<file path="config.mk">
export PLATFORM = sky130hd
export DESIGN_NAME = dac_nch_sequencer
export DESIGN_NICKNAME = d
export VERILOG_FILES = /design/src/rtl/dac_nch_sequencer.sv
export SDC_FILE = /design/constraint.sdc
export NUM_CORES = 1
export LEC_CHECK = 0
export BUFFER_PORTS_ARGS = -buffer_cell sky130_fd_sc_hd__buf_2
export CELL_PAD_IN_SITES_DETAIL_PLACEMENT = 0
export CELL_PAD_IN_SITES_GLOBAL_PLACEMENT = 1
export CORE_MARGIN = 5
export CORE_UTILIZATION = 35
export CTS_CLUSTER_DIAMETER = 40
export DETAILED_ROUTE_END_ITERATION = 6
export PLACE_DENSITY = 0.67
export SLEW_MARGIN = 25
export SYNTH_ARGS = -nofsm -noshare
export SYNTH_HDL_FRONTEND = slang
export SYNTH_SLANG_ARGS = --single-unit
</file>
<file path="constraint.sdc">
create_clock -name clk_i -period 3 [get_ports clk_i]
set_input_delay 0.3 -clock clk_i [delete_from_list [all_inputs] [get_ports clk_i]]
set_output_delay 0.3 -clock clk_i [all_outputs]
set_load 0.01 [all_outputs]
</file>
<file path="src/rtl/dac_nch_sequencer.sv">
// rtl/dac_nch_sequencer.sv - N-channel SPI DAC write sequencer with continuous refresh and eow watchdog
module dac_nch_sequencer #(
  parameter int NCH     = 4,
  parameter int DW      = 16,
  parameter int TIMEOUT = 1024,
  localparam int CW     = (NCH > 1) ? $clog2(NCH) : 1
) (
  input  logic              clk_i,
  input  logic              rst_i,
  input  logic              start_i,
  input  logic              cont_i,
  input  logic [NCH-1:0]    chmask_i,
  input  logic [NCH*DW-1:0] data_i,
  input  logic              eow_i,
  output logic              strw_o,
  output logic [CW-1:0]     selch_o,
  output logic [DW-1:0]     data_o,
  output logic              eod_o,
  output logic              busy_o,
  output logic              done_o,
  output logic              timeout_o
);

  // Watchdog counts 0..TIMEOUT-1; the last value is where the abort fires.
  localparam int CNTW = (TIMEOUT > 1) ? $clog2(TIMEOUT) : 1;
  localparam logic [CNTW-1:0] WD_LAST = CNTW'((TIMEOUT > 0) ? TIMEOUT - 1 : 0);

  typedef enum logic [1:0] {
    S_IDLE   = 2'd0,
    S_STROBE = 2'd1,
    S_WAIT   = 2'd2,
    S_DONE   = 2'd3
  } state_t;

  state_t              state_q;
  state_t              state_d;
  logic [NCH-1:0]      mask_q;
  logic [NCH*DW-1:0]   data_q;
  logic [CW-1:0]       sel_q;
  logic [CNTW-1:0]     wd_q;
  logic                timeout_q;

  logic                capture;
  logic                wd_expire;
  logic [NCH-1:0]      mask_left;

  // Lowest set bit of a mask; callers guarantee the mask is non-zero.
  function automatic logic [CW-1:0] lowest_set(input logic [NCH-1:0] m);
    lowest_set = '0;
    for (int i = NCH - 1; i >= 0; i--) begin
      if (m[i]) lowest_set = CW'(i);
    end
  endfunction

  // Capture, remaining-channel and watchdog-expiry decodes shared by FSM and datapath.
  always_comb begin
    capture   = ((state_q == S_IDLE && start_i) || (state_q == S_DONE && cont_i))
                && (chmask_i != '0);
    mask_left = mask_q & ~(NCH'(1) << sel_q);
    wd_expire = (TIMEOUT != 0) && (state_q == S_WAIT) && !eow_i && (wd_q == WD_LAST);
  end

  // State register; asynchronous reset aborts any sweep in progress.
  always_ff @(posedge clk_i or posedge rst_i) begin
    if (rst_i) state_q <= S_IDLE;
    else       state_q <= state_d;
  end

  // Next-state logic; eow in the final watchdog cycle takes priority over the abort.
  always_comb begin
    state_d = state_q;
    case (state_q)
      S_IDLE:   if (capture) state_d = S_STROBE;
      S_STROBE: state_d = S_WAIT;
      S_WAIT: begin
        if (eow_i)          state_d = (mask_left != '0) ? S_STROBE : S_DONE;
        else if (wd_expire) state_d = S_IDLE;
      end
      S_DONE:   state_d = capture ? S_STROBE : S_IDLE;
      default:  state_d = S_IDLE;
    endcase
  end

  // Datapath: capture mask/data, walk the mask upward, run the watchdog.
  always_ff @(posedge clk_i or posedge rst_i) begin
    if (rst_i) begin
      mask_q    <= '0;
      data_q    <= '0;
      sel_q     <= '0;
      wd_q      <= '0;
      timeout_q <= 1'b0;
    end else begin
      if (capture) begin
        mask_q    <= chmask_i;
        data_q    <= data_i;
        sel_q     <= lowest_set(chmask_i);
        timeout_q <= 1'b0;
      end
      if (state_q == S_STROBE) wd_q <= '0;
      if (state_q == S_WAIT) begin
        if (eow_i) begin
          mask_q <= mask_left;
          if (mask_left != '0) sel_q <= lowest_set(mask_left);
        end else if (wd_expire) begin
          timeout_q <= 1'b1;
          mask_q    <= '0;
        end else begin
          wd_q <= wd_q + CNTW'(1);
        end
      end
    end
  end

  // Outputs decoded from registered state only; data_o follows the captured word of selch_o.
  always_comb begin
    strw_o    = (state_q == S_STROBE);
    eod_o     = (state_q == S_IDLE);
    busy_o    = (state_q != S_IDLE);
    done_o    = (state_q == S_DONE);
    selch_o   = sel_q;
    data_o    = data_q[int'(sel_q) * DW +: DW];
    timeout_o = timeout_q;
  end

endmodule
</file>
## Yosys cells after proc, flatten, opt, wreduce, memory -nomap -nowiden

Index checks and enable logic that the tools add are counted.

- Register bits: 83
- Bits of input ports: 73
- Output and inout port bits: 23
- Logic and storage cells: 59

- Add/sub/neg operators: 1
- Equality and inequality tests: 6
- Shift-type cells: 2
- Mux-type cells: 30
- Bitwise logic cells: 2
- Reductions and logical operators: 12

Operator list:

| cell | count |
|---|---|
| $shiftx A64 B7 Y16 | 1 |
| $mux W10 | 4 |
| $mux W2 | 16 |
| $mux W4 | 4 |
| $add A10 B1 Y10 const B | 1 |
| $eq A10 B10 Y1 const B | 1 |
| $pmux W2 S4 | 1 |
| $reduce_bool A4 Y1 | 2 |
| $logic_and A1 B1 Y1 | 5 |
| $mux W1 | 5 |
| $and A4 B4 Y4 | 1 |
| $eq A2 B2 Y1 const B | 2 |
| $not A4 Y4 | 1 |
| $shl A1 B2 Y4 const A | 1 |
| $ne A3 B3 Y1 const B | 1 |
| $eq A2 B1 Y1 const B | 1 |
| $logic_not A2 Y1 | 1 |
| $ne A2 B1 Y1 const B | 1 |
| $reduce_and A2 Y1 | 1 |
| $reduce_bool A2 Y1 | 1 |
| $logic_not A1 Y1 | 1 |
| $logic_or A1 B1 Y1 | 1 |

## Longest topological paths before layout

- Word-level depth: 10
- Depth in mapped cells: 7
- Gate-level depth less buffers: 5

## Worst setup path before layout

OpenSTA, ideal clock, no wires.

- Path type: register to output
- From: register sel_q[0] (netlist: selch_o[0])
- To: output port data_o[11]
- Data arrival time: 1.615 ns
- Data required time: 2.700 ns
- Setup slack: 1.085 ns
- Stages on the path, launching flop included: 4
- Buffers on the path: 2
- Cell sequence: dfrtp_1 -> clkbuf_1 -> buf_1 -> mux4_2

- Cells in the longest elaborated chain, start to end: 1

RTL lines:

| item | RTL line | source |
|---|---|---|
| from (decl) | 39 | `logic [CW-1:0] sel_q;` |
| from (signal assigned) | 96 | `sel_q <= lowest_set(chmask_i);` |
| from (signal assigned) | 103 | `if (mask_left != '0) sel_q <= lowest_set(mask_left);` |
| $shiftx A64 B7 Y16 | 121 | `data_o = data_q[int'(sel_q) * DW +: DW];` |
| to (decl) | 17 | `output logic [DW-1:0] data_o,` |

No other way between the ends.

## Final worst setup path

- From: register state_q[0]
- To: register data_q[33]

- Cells in the longest elaborated chain, start to end: 4
- Elaborated cells on any way between the ends: 6
- Those cells by class: eq/ne (1); reduce/logical (5)

RTL lines:

| item | RTL line | source |
|---|---|---|
| from (decl) | 35 | `state_t state_q;` |
| from (signal assigned) | 66 | `else state_q <= state_d;` |
| $eq A2 B2 Y1 / $logic_not A2 Y1 (equally long branches) | 57 | `capture = ((state_q == S_IDLE && start_i) \|\| (state_q == S_DONE && cont_i))` |
| $logic_and A1 B1 Y1 | 57 |  |
| $logic_or A1 B1 Y1 (*) | 57 |  |
| $logic_and A1 B1 Y1 (*) | 58 | `&& (chmask_i != '0);` |
| to (signal assigned) | 95 | `data_q <= data_i;` |
| to (decl) | 38 | `logic [NCH*DW-1:0] data_q;` |

Mark *: on every way between the ends. The rest lies on a longest branch, timed or not.
A chain may end at the register's enable or synchronous reset.

==> out/qor.yml <==
run:
  cap_violations: 0
yosys:
  syn_nets: 358
  synth-seq-area-share_pct: 52.2
  yosys.area_share.simple_pct: 7.08
  syn_inst: 284
  synthMuxAreaShare_pct: 31.0
  synth_area_per_cell_um2: 14.0
  synth_area_um2: 3980
  async_flop_share_pct: 100
  synth_adder_area_share_pct: 0.315
  ys_ff_latch: 83
  synth_warnings: 0
  synth_xor_xnor_area_share_pct: 0
  synth_cell_types: 44
  synth_top_family_by_area: "multiplexers"
  ys.flop_type: "dfrtp_1"
  synth_compound_area_share_pct: 6.48
  synth_edf_count: 0
floorplanning:
  core_um2: 11300
  rows: 39
  start_util_pct: 35.3
  dieArea_um2: 13600
  io_pins: 96
  die_y_um: 117
  die_w_um: 117
setup_path:
  cp_max_fo: 33
  worstPathArrival_ns: 2.52
  cp_top_family: "compound AO/OA/AOI/OAI gates"
  path_cells: "nor3b_1, o21a_4, buf_4, mux2_2"
  critical_path_required_ns: 3.21
  crit_type: "reg2reg"
  critPathCaptureType: "flop"
  cp-start-kind: "flop"
  max_stage_delay_ns: 0.54
  cp_slowest_cell: "o21a_4"
  cp.buffers_inverters: 1
routing:
  drc: 0
  wl_per_cell_um: 17.1
  via_per_inst: 4.99
  drtAntennaViolNets: 0
  num_vias: 2651
  wl_um: 9100
  drt_pass1_iterations: 4
  drt_iter0_drc: 185
place:
  gp_congestion: 0.795
  io_buffer_count: 95
  dp_hpwl_um: 6490
  placed_area_um2: 4620
  dpl.cell_count: 516
timing:
  whs_ns: 0.102
  finalClockSkew_ns: 0.00666
  period_share_pct: 76.7
  fin_tns_setup_ns: 0
  finalHoldViolCount: 0
  rsz0062_at_grt: "no"
  setup_viol: 0
  fmax_mhz: 434
  worst_pin_slew_ns: 0.748
  drv_slew: 0
  fin_crit_ns: 2.30
  relSlewSlack_pct: 49.6
finish:
  final_area_um2: 4990
  final_util_pct: 44.2
  fin_nets: 458
  multi_input_comb_area_um2: 1790
  final_layout_size_suffix_gt1_share_pct: 52.1
  final_common_cell: "buf_2"
  final_cell_mix: "buf_2, dfrtp_1, mux2_2, mux2_4, mux4_2"
  area_delta_synth_final_pct: 25.4
  seq_area_um2: 2080
  diodes: 0
  stdcell_count: 531
  nFillCells: 1047
outcome:
  outcome: "finished, final reports clean"
cts:
  numCtsBuffers: 9
  holdBufCountCts: 0
  insertion_delay_ns: 0.33
  cts_resized: 0
  root_buffer: "clkbuf_16"
  htreeDepth: 3
  clk_pin_slew_ns: 0.07
  clock_sinks: 83
  cts_buffer_depth: 2
  cts_tree: "done"
  cts_setup_buffers: 0
global_route:
  track_usage_pct: 13.7
  grt_pass1_wl_um: 14500
  antenna_found_initial: 0
  grt_overflow: 0
  grt_max_degree: 60
  grt_pass1_vias: 2847
power:
  leakagePower_nw: 2.27
  internal_power_mw: 3.89
  power.switching_mw: 1.74
  p_sw_share_pct: 30.8
  pwr-share-comb_pct: 40.8
  power.density_nw_per_um2: 1130
  p_clk_share_pct: 24.0
  vdd_drop_max_uv: 405
  p_seq_share_pct: 35.2
min_path:
  hp-class: "in2async"
==> path summary, 6_finish.rpt <==
kind / from / end / slack (ns) / cells past startpoint
worst max register to register: state_q[0] / data_q[33] / 0.70 / 4
worst min register to register: data_q[34] / data_q[34] / 0.50 / 1
worst min-delay path: rst_i / mask_q[0] / 0.10 / 2
worst max-delay path: state_q[0] / data_q[33] / 0.70 / 4
min in group clk_i: data_i[14] / data_q[14] / 0.20 / 2
max in group asynchronous: rst_i / data_q[50] / 2.19 / 3
==> routing by layer <==
metal | up-vias | wire [um] | GRT usage [%] | part of all wire [%]
li1 | 1261 | - | - | -
met1 | 1310 | 4440 | 19.9 | 49
met2 | 73 | 3930 | 20.3 | 43
met3 | 7 | 643 | 4.04 | 7.1
met4 | 0 | 84 | 2.98 | 0.92
met5 | - | 0 | 0 | 0
==> kinds of logic (layout without fill, tap and decap cells) <==
family | count (synthesis) | in the layout
DFF | 83 | 83
and+or+nand+nor | 55 | 55
muxes | 85 | 85
adders and majority gates | 1 | 1
buffers and inverters | 21 | 125
AOI/OAI and AO/OA | 39 | 39
==> worst register-to-register path: cells and delay by family, from the launching register on <==
kind / cells / cell delay (ns)
AOI/OAI and AO/OA: 1 / 0.54
buffers and inverters: 1 / 0.35
DFF: 1 / 0.45
muxes: 1 / 0.37
and+or+nand+nor: 1 / 0.48
==> power groups by stage <==
stage          clock network (mW)  logic (mW)  registers (mW)
6_report                     1.35        2.30            1.98
5_1_grt                      1.42        2.50            2.05
4_1_cts                      1.38        2.34            1.98
3_5_place_dp                    0        2.33            2.00
3_3_place_gp                    0        2.29            1.97
2_1_floorplan                   0        1.81            1.85
==> cell usage after synthesis, types with 2 or more instances <==
library cell,count,area share [%]
dfrtp_1,83,52
mux2_2,37,10
mux2_4,27,10
mux4_2,16,9.1
nand2_1,14,1.3
nor2_1,11,1.0
a21oi_1,8,1.0
inv_1,7,0.66
o21ai_0,7,0.88
buf_2,5,0.63
mux2i_1,5,1.3
o22ai_1,5,0.79
a22oi_1,4,0.76
buf_6,4,1.1
nand2b_1,4,0.63
nand3_1,4,0.50
nor3_1,4,0.50
clkbuf_1,3,0.28
nand4_1,3,0.47
or3_1,3,0.47
a211oi_1,2,0.38
and2_1,2,0.31
buf_1,2,0.19
nor2b_1,2,0.31
nor3b_1,2,0.38
o32a_1,2,0.50
==> area by class of cell <==
class,count,share of cell area (%)
sequential,83,41.7
multi-input combinational,180,35.9
timing repair buffer,103,11.0
clock buffer,9,4.52
tap,143,3.59
clock inverter,6,2.76
inverter,7,0.577
==> stage by stage <==
step / power (mW) / setup slack (ns)
final: 5.63 / 0.698
after global routing: 5.98 / 0.568
after CTS: 5.70 / 0.675
after detailed placement: 4.33 / 0.693
after global placement: 4.26 / 0.794
after floorplan: 3.67 / 0.563
==> flip-flops by register name, indices dropped and copies added, names as in the netlist <==
| name | cells |
|---|---|
| data_q | 64 |
| wd_q | 10 |
| mask_q | 4 |
| selch_o | 2 |
| state_q | 2 |
| timeout_o | 1 |
Power figures use the tool's default switching activity.
